## config.mk

```make
export PLATFORM = sky130hd
export DESIGN_NAME = dma_bus_writer
export DESIGN_NICKNAME = d
export VERILOG_FILES = /design/src/rtl/dma_bus_writer.sv
export SDC_FILE = /design/constraint.sdc
export NUM_CORES = 1
export LEC_CHECK = 0
export CORE_MARGIN = 2
export CORE_UTILIZATION = 43
export CTS_BUF_LIST = sky130_fd_sc_hd__clkbuf_4 sky130_fd_sc_hd__clkbuf_8 sky130_fd_sc_hd__clkbuf_16
export DETAILED_ROUTE_END_ITERATION = 8
export PLACE_DENSITY = 0.7
export SLEW_MARGIN = 30
export SYNTH_ARGS = -nofsm -noshare
export SYNTH_HDL_FRONTEND = slang
export SYNTH_SLANG_ARGS = --single-unit
```

## constraint.sdc

```tcl
create_clock -name clock -period 3 [get_ports clock]
set_clock_uncertainty 0.15 [all_clocks]
set_input_delay 0.75 -clock clock [delete_from_list [all_inputs] [get_ports clock]]
set_output_delay 0.75 -clock clock [all_outputs]
set_load 0.005 [all_outputs]
```

## src/rtl/dma_bus_writer.sv

```systemverilog
// Memory-to-bus DMA write engine: streams 512x32 buffer words onto the shared bus as arbitrated bursts.
// Bus outputs are registered; the buffer address runs one word ahead so a word can be accepted every cycle.
module dma_bus_writer (
  input  logic        clock,
  input  logic        reset,
  input  logic        startIn,
  input  logic [31:0] busStartAddressIn,
  input  logic [8:0]  memoryStartAddressIn,
  input  logic [9:0]  blockSizeIn,
  input  logic [7:0]  burstSizeIn,
  output logic [8:0]  memAddressOut,
  input  logic [31:0] memDataIn,
  output logic        busyOut,
  output logic        doneOut,
  output logic        errorOut,
  output logic        requestTransaction,
  input  logic        transactionGranted,
  input  logic        busyIn,
  input  logic        busErrorIn,
  output logic [31:0] addressDataOut,
  output logic [3:0]  byteEnablesOut,
  output logic [7:0]  burstSizeOut,
  output logic        readNotWriteOut,
  output logic        beginTransactionOut,
  output logic        endTransactionOut,
  output logic        dataValidOut
);

  localparam logic [2:0] S_IDLE     = 3'd0;
  localparam logic [2:0] S_REQUEST  = 3'd1;
  localparam logic [2:0] S_INIT     = 3'd2;
  localparam logic [2:0] S_PREFETCH = 3'd3;
  localparam logic [2:0] S_WRITE    = 3'd4;
  localparam logic [2:0] S_END      = 3'd5;
  localparam logic [2:0] S_ERROR    = 3'd6;

  logic [2:0]  state_q, state_d;
  logic [31:0] bus_addr_q, bus_addr_d;
  logic [8:0]  mem_ptr_q, mem_ptr_d;
  logic [9:0]  remain_q, remain_d;
  logic [7:0]  burst_cfg_q, burst_cfg_d;
  logic [7:0]  burst_last_q, burst_last_d;
  logic [7:0]  burst_cnt_q, burst_cnt_d;

  logic        busy_q, busy_d;
  logic        done_q, done_d;
  logic        error_q, error_d;
  logic        req_q, req_d;
  logic [31:0] ad_q, ad_d;
  logic [3:0]  be_q, be_d;
  logic [7:0]  bsize_q, bsize_d;
  logic        begin_q, begin_d;
  logic        end_q, end_d;
  logic        dv_q, dv_d;

  logic [9:0]  remain_m1;
  logic [7:0]  next_burst_last;
  logic        last_word;
  logic        accept;

  function automatic logic [31:0] byte_swap(input logic [31:0] d);
    return {d[7:0], d[15:8], d[23:16], d[31:24]};
  endfunction

  // Burst length minus one: min(burstSize, remaining-1), remaining is never 0 here
  assign remain_m1       = remain_q - 10'd1;
  assign next_burst_last = (remain_m1 < {2'b00, burst_cfg_q}) ? remain_m1[7:0] : burst_cfg_q;
  assign last_word       = (burst_cnt_q == burst_last_q);
  assign accept          = (state_q == S_WRITE) && !busyIn && !busErrorIn;

  // mem_ptr_q addresses the word to load on the next acceptance; jump ahead while accepting
  assign memAddressOut = (accept && !last_word) ? mem_ptr_q + 9'd1 : mem_ptr_q;

  always_comb begin
    state_d      = state_q;
    bus_addr_d   = bus_addr_q;
    mem_ptr_d    = mem_ptr_q;
    remain_d     = remain_q;
    burst_cfg_d  = burst_cfg_q;
    burst_last_d = burst_last_q;
    burst_cnt_d  = burst_cnt_q;
    busy_d       = busy_q;
    done_d       = 1'b0;
    error_d      = error_q;
    req_d        = 1'b0;
    ad_d         = 32'd0;
    be_d         = 4'h0;
    bsize_d      = 8'd0;
    begin_d      = 1'b0;
    end_d        = 1'b0;
    dv_d         = 1'b0;

    case (state_q)
      S_IDLE: begin
        if (startIn) begin
          if (blockSizeIn == 10'd0) begin
            done_d = 1'b1;
          end else begin
            bus_addr_d  = busStartAddressIn;
            mem_ptr_d   = memoryStartAddressIn;
            remain_d    = blockSizeIn;
            burst_cfg_d = burstSizeIn;
            error_d     = 1'b0;
            busy_d      = 1'b1;
            req_d       = 1'b1;
            state_d     = S_REQUEST;
          end
        end
      end
      S_REQUEST: begin
        req_d = 1'b1;
        if (transactionGranted) state_d = S_INIT;
      end
      S_INIT: begin
        if (busErrorIn) begin
          end_d   = 1'b1;
          error_d = 1'b1;
          state_d = S_ERROR;
        end else begin
          req_d        = 1'b1;
          begin_d      = 1'b1;
          ad_d         = bus_addr_q;
          be_d         = 4'hF;
          bsize_d      = next_burst_last;
          burst_last_d = next_burst_last;
          burst_cnt_d  = 8'd0;
          mem_ptr_d    = mem_ptr_q + 9'd1;
          state_d      = S_PREFETCH;
        end
      end
      S_PREFETCH: begin
        if (busErrorIn) begin
          end_d   = 1'b1;
          error_d = 1'b1;
          state_d = S_ERROR;
        end else begin
          req_d   = 1'b1;
          dv_d    = 1'b1;
          be_d    = 4'hF;
          ad_d    = byte_swap(memDataIn);
          state_d = S_WRITE;
        end
      end
      S_WRITE: begin
        if (busErrorIn) begin
          end_d   = 1'b1;
          error_d = 1'b1;
          state_d = S_ERROR;
        end else if (busyIn) begin
          req_d = 1'b1;
          dv_d  = 1'b1;
          be_d  = 4'hF;
          ad_d  = ad_q;
        end else begin
          bus_addr_d = bus_addr_q + 32'd4;
          remain_d   = remain_m1;
          if (last_word) begin
            end_d   = 1'b1;
            state_d = S_END;
          end else begin
            req_d       = 1'b1;
            dv_d        = 1'b1;
            be_d        = 4'hF;
            ad_d        = byte_swap(memDataIn);
            burst_cnt_d = burst_cnt_q + 8'd1;
            mem_ptr_d   = mem_ptr_q + 9'd1;
          end
        end
      end
      S_END: begin
        if (remain_q != 10'd0) begin
          req_d   = 1'b1;
          state_d = S_REQUEST;
        end else begin
          busy_d  = 1'b0;
          done_d  = 1'b1;
          state_d = S_IDLE;
        end
      end
      S_ERROR: begin
        busy_d  = 1'b0;
        done_d  = 1'b1;
        state_d = S_IDLE;
      end
      default: begin
        busy_d  = 1'b0;
        state_d = S_IDLE;
      end
    endcase
  end

  always_ff @(posedge clock or negedge reset) begin
    if (!reset) begin
      state_q      <= S_IDLE;
      bus_addr_q   <= 32'd0;
      mem_ptr_q    <= 9'd0;
      remain_q     <= 10'd0;
      burst_cfg_q  <= 8'd0;
      burst_last_q <= 8'd0;
      burst_cnt_q  <= 8'd0;
      busy_q       <= 1'b0;
      done_q       <= 1'b0;
      error_q      <= 1'b0;
      req_q        <= 1'b0;
      ad_q         <= 32'd0;
      be_q         <= 4'h0;
      bsize_q      <= 8'd0;
      begin_q      <= 1'b0;
      end_q        <= 1'b0;
      dv_q         <= 1'b0;
    end else begin
      state_q      <= state_d;
      bus_addr_q   <= bus_addr_d;
      mem_ptr_q    <= mem_ptr_d;
      remain_q     <= remain_d;
      burst_cfg_q  <= burst_cfg_d;
      burst_last_q <= burst_last_d;
      burst_cnt_q  <= burst_cnt_d;
      busy_q       <= busy_d;
      done_q       <= done_d;
      error_q      <= error_d;
      req_q        <= req_d;
      ad_q         <= ad_d;
      be_q         <= be_d;
      bsize_q      <= bsize_d;
      begin_q      <= begin_d;
      end_q        <= end_d;
      dv_q         <= dv_d;
    end
  end

  assign busyOut             = busy_q;
  assign doneOut             = done_q;
  assign errorOut            = error_q;
  assign requestTransaction  = req_q;
  assign addressDataOut      = ad_q;
  assign byteEnablesOut      = be_q;
  assign burstSizeOut        = bsize_q;
  assign readNotWriteOut     = 1'b0;
  assign beginTransactionOut = begin_q;
  assign endTransactionOut   = end_q;
  assign dataValidOut        = dv_q;

endmodule

```

# == After elaboration in Yosys (flattened, before gate mapping) ==
# Index checks and enable logic that the tools add are counted.
# word_totals
in_bits,97
ff_bits,129
output_inout_bits,61
elab_cells,141
# op_classes
n_lt_le_gt_ge,1
n_addsub,4
n_reduce_logical,24
n_eq_ne,18
mux,74
n_bitwise,3
# ops
operator,count
32-bit 2-to-1 mux,9
32-bit case mux with 3 select lines,1
32-bit case mux with 2 select lines,1
9-bit 2-to-1 mux,7
8-bit 2-to-1 mux,7
10-bit 2-to-1 mux,4
"32-bit by 3-bit adder with 32-bit output, second input constant",1
9-bit case mux with 3 select lines,1
1-bit 2-to-1 mux,22
3-bit 2-to-1 mux,7
10-bit case mux with 2 select lines,1
3-bit case mux with 6 select lines,1
4-bit 2-to-1 mux,4
"2-bit != test, second input constant",8
8-bit case mux with 2 select lines,1
5-bit AND reduction,3
10-bit zero test,1
10-bit by 8-bit < comparator with 1-bit output,1
10-bit nonzero test,1
"10-bit by 1-bit subtractor with 10-bit output, second input constant",1
"9-bit by 1-bit adder with 9-bit output, second input constant",1
"3-bit == test, second input constant",3
"8-bit by 1-bit adder with 8-bit output, second input constant",1
8-bit == test,1
other kinds (22),36

# == Longest topological paths before layout ==
# depth
depth_word,5
mapped_depth,11
depth_no_buf,11

# == Worst setup path before layout ==
# OpenSTA, ideal clock, no wires.
# synth_path
kind,flip-flop to output port
startpoint,register state_q[1]
endpoint,output memAddressOut[8]
n_path_buf,2
path_slack_ns,0.425
t_arrival_ns,1.675
stages_incl_launch_ff,8
path_cell_list,dfrtp_1 or3b_1 buf_2 nor3_2 and2_1 buf_2 nand4_1 xnor2_1
# synth_between
elab_chain_len,5
# synth_rtl
element,line_no,rtl
"start, declared",37,"logic [2:0] state_q, state_d;"
"start signal, assigned",212,state_q <= state_d;
3-bit == test,69,assign accept = (state_q == S_WRITE) && !busyIn && !busErrorIn;
1-bit logical AND (2 in series),69,
1-bit logical AND,72,assign memAddressOut = (accept && !last_word) ? mem_ptr_q + 9'd1 : mem_ptr_q;
9-bit 2-to-1 mux,72,
"end, declared",11,"output logic [8:0] memAddressOut,"
# No other way between the ends.

# == Worst setup path after layout ==
# layout_path
startpoint,register burst_cnt_q[1]
endpoint,output memAddressOut[3]
# layout_between
elab_chain_len,4
# layout_rtl
element,line_no,rtl
"start, declared",43,"logic [7:0] burst_cnt_q, burst_cnt_d;"
"start signal, assigned",218,burst_cnt_q <= burst_cnt_d;
8-bit == test,68,assign last_word = (burst_cnt_q == burst_last_q);
1-bit zero test,72,
1-bit logical AND,72,
9-bit 2-to-1 mux,72,
# No other way between the ends.

==> flow_summary.toml <==
[place]
portBuffers = 156
hpwl_um = 13100
gp_congestion = 0.822

[logic_synthesis]
synth-main-ff-cell = "dfrtp_1"
synth_edf_count = 0
ys_ff_latch = 126
yosysSeqAreaShare_pct = 45.8
synth_area_sq_mm = 0.00689
ys_warn_count = 0
synthArstFlopShare_pct = 100
syn_inst = 756
synth_nets = 864
yosys.cell_types.count = 61
syn_avg_cell_area_sq_um = 9.11

[floorplanning]
fp.dieH_um = 131
die_x_um = 131
die-area_sq_mm = 0.0170
std_cell_rows = 46
initial_utilization_pct = 43.7
coreArea_sq_mm = 0.0158
pin_count = 158

[pwr]
power_leakage_nw = 4.34
ir_drop_v = 0.000558
p_per_area_mw_per_mm2 = 952

[routing]
drt_iter0_markers = 406
drt-pass1-iter-count = 5
via_per_inst = 5.40
ant_nets = 0
drt_wl_total_um = 19000
num_vias = 6298
wl_per_cell_um = 16.3
drc = 0

[finish]
area.growth.synth_to_final_pct = 39.7
drive_above_1_share_pct = 14.0
layout.nets = 1045
diodes = 0
utilization_pct = 61.0
final_cell_mix = "clkdlybuf4s50_1, dfrtp_1, a21oi_1"
final_common_cell = "clkdlybuf4s50_1"
ff_latch_area_sq_mm = 0.00315
multi_input_area_sq_mm = 0.00347
fillCellCount = 1399

[global_route]
grt_overflow = 0
met3_usage_pct = 5.66
grt_pass1_vias = 5941
grt.busiest_layer = "met2"
grt_pass1_wl_um = 29700
grt_max_degree = 54
grt_use_total_pct = 22.4
antenna_found_initial = 0
met1_usage_pct = 29.7
grt_use_met2_pct = 36.3

[sta]
worst_hold_slack_ps = 122
hold_viol = 0
final.min_clock_period_ps = 2920
max_slew_margin_pct = 51.6
worstMarginPinSlew_ps = 727
fmax_mhz = 342
drv_slew = 0
finalCritPeriodShare_pct = 97.3
finalSetupViolations = 0

[clock_tree]
cts.reportedPaths.clkPinSlew_ps = 60
clkSinkCount = 126
cts_htree_levels = 4
cts_tree = "yes"
cts_root_buf = "clkbuf_16"
clock_latency_ps = 420
cts.path.max_buffers = 2
cts_inserted_buffers = 17
cts_hold_buf = 0

[worst_setup_path]
crit_arrival_ps = 2020
path_cells = "xnor2_1 > nand4_1 > or2_4 > buf_4 > and2_4 > nand2_1 > xnor2_1 > buf_2"
r2r_end = "burstSizeOut[5]"
r2r_slack_ps = 150
worst-path-max-fanout = 4
end_kind = "primary output"
crit_family = "simple AND/OR/NAND/NOR gates"
cp.buffers_inverters = 2
startpoint_type = "flip-flop"
cpPeakStageDelay_ps = 410
required_ps = 2100
crit_path_frequent_cell = "xnor2_1"
r2r-start = "remain_q[3]"
worstSetupPathType = "flip-flop to primary output"
worst_path_max_delay_cell = "dfrtp_1"
rr_worst_depth = 10

[status]
status = "finished, final reports clean"

[job]
maxCapViolCount = 0

[worst_hold_path]
min_path_type = "input pin to asynchronous set/reset pin"
layer usage:
metal  wire, um  vias up
met1       8630     3027
met5          0        -
met2       8920      177
met3       1080       27
li1           -     3067
met4        330        0
power breakdown:
part / total, W / internal [W] / switching (W)
combinational: 0.00402 / 0.00200 / 0.00202
clock: 0.00216 / 0.00141 / 0.000750
sequential: 0.00297 / 0.00233 / 0.000645
repair_timing:
item,CTS,global route
endpoints found under the hold margin,0,0
gates resized for setup,40,13
buffers inserted,11,1
endpoints found under the setup margin,9,22
pin swaps,9,8
gates cloned,1,0
logic make-up after synthesis:
logic type | after synthesis | synth area share, %
multiplexers | 19 | 2.83
AND/OR/NAND/NOR | 240 | 16.9
flip-flops | 126 | 45.8
XOR/XNOR | 28 | 3.56
AO/OA/AOI/OAI | 258 | 23.7
adder cells (fa/ha/maj) | 11 | 2.00
other | 1 | 0.0545
buffers and inverters | 73 | 5.12
how the worst max path moves through the flow:
stage,start,endpoint,depth (start not counted)
finish,burst_cnt_q[1],memAddressOut[3],8
CTS,state_q[0],memAddressOut[2],6
detailed placement,busErrorIn,memAddressOut[1],6
global route,state_q[0],memAddressOut[7],6
global placement,busErrorIn,memAddressOut[8],7
floorplan,state_q[1],memAddressOut[8],7
through the flow:
stage | instance area (sq um) | worst slack [ps] | power [W] | TNS (ps) | instances
after CTS | 9570 | 29.4 | 0.00909 | 0 | 1165
after global placement | 8900 | -396 | 0.00679 | -3140 | 1122
after detailed placement | 8900 | -413 | 0.00687 | -3430 | 1122
after global routing | 9620 | -22.9 | 0.00980 | -22.9 | 1166
final | 9620 | 80.3 | 0.00916 | 0 | 1166
after floorplan | 6890 | 425 | 0.00532 | 0 | 756
Yosys cell counts (2+ instances only):
library cell  count  area, sq um
o21a_1            2         15.0
a21o_1           32          240
o21ai_1          18         90.1
nand2_1          74          278
a41oi_1           2         17.5
a31oi_1           9         56.3
mux2_2            4         45.0
nor3_1            8         40.0
o21ai_0          46          230
xor2_1            9         78.8
a21oi_1          79          395
buf_1             3         11.3
nand2b_1          9         56.3
and4_1            4         35.0
and2_1            3         18.8
a2bb2oi_1         4         35.0
nor2b_1           4         25.0
inv_1            18         67.6
o22ai_1          15         93.8
buf_6             3         33.8
xnor2_1          19          166
and3_1           12         75.1
a31o_2            3         26.3
nand3_1          17         85.1
nor3b_1           5         37.5
mux2i_1          15          150
nand4_1          15         93.8
dfrtp_1         126         3150
o22a_1            4         35.0
buf_4             6         45.0
clkbuf_1         16         60.1
buf_2            27          135
nor2_1           72          270
nor4_1            3         18.8
or2_1             2         12.5
ha_1             11          138
nand3b_1          2         15.0
a22o_1           32          280
layout make-up:
cell class | instances | area share (%)
clock inverters | 10 | 1.39
well taps | 216 | 2.81
inverters | 18 | 0.702
repair buffers | 216 | 21.2
multi-input cells | 558 | 36.0
clock buffers | 22 | 5.14
flip-flops and latches | 126 | 32.8
registers in the layout (all words and copies together), names as in the netlist:
name and count:
beginTransactionOut 1, burstSizeOut 8, burst_cfg_q 8, addressDataOut 32, errorOut 1, byteEnablesOut 1
bus_addr_q 32, doneOut 1, remain_q 10, busyOut 1, requestTransaction 1, endTransactionOut 1
burst_last_q 8, burst_cnt_q 8, state_q 3, dataValidOut 1, mem_ptr_q 9
Power figures use the tool's default switching activity.
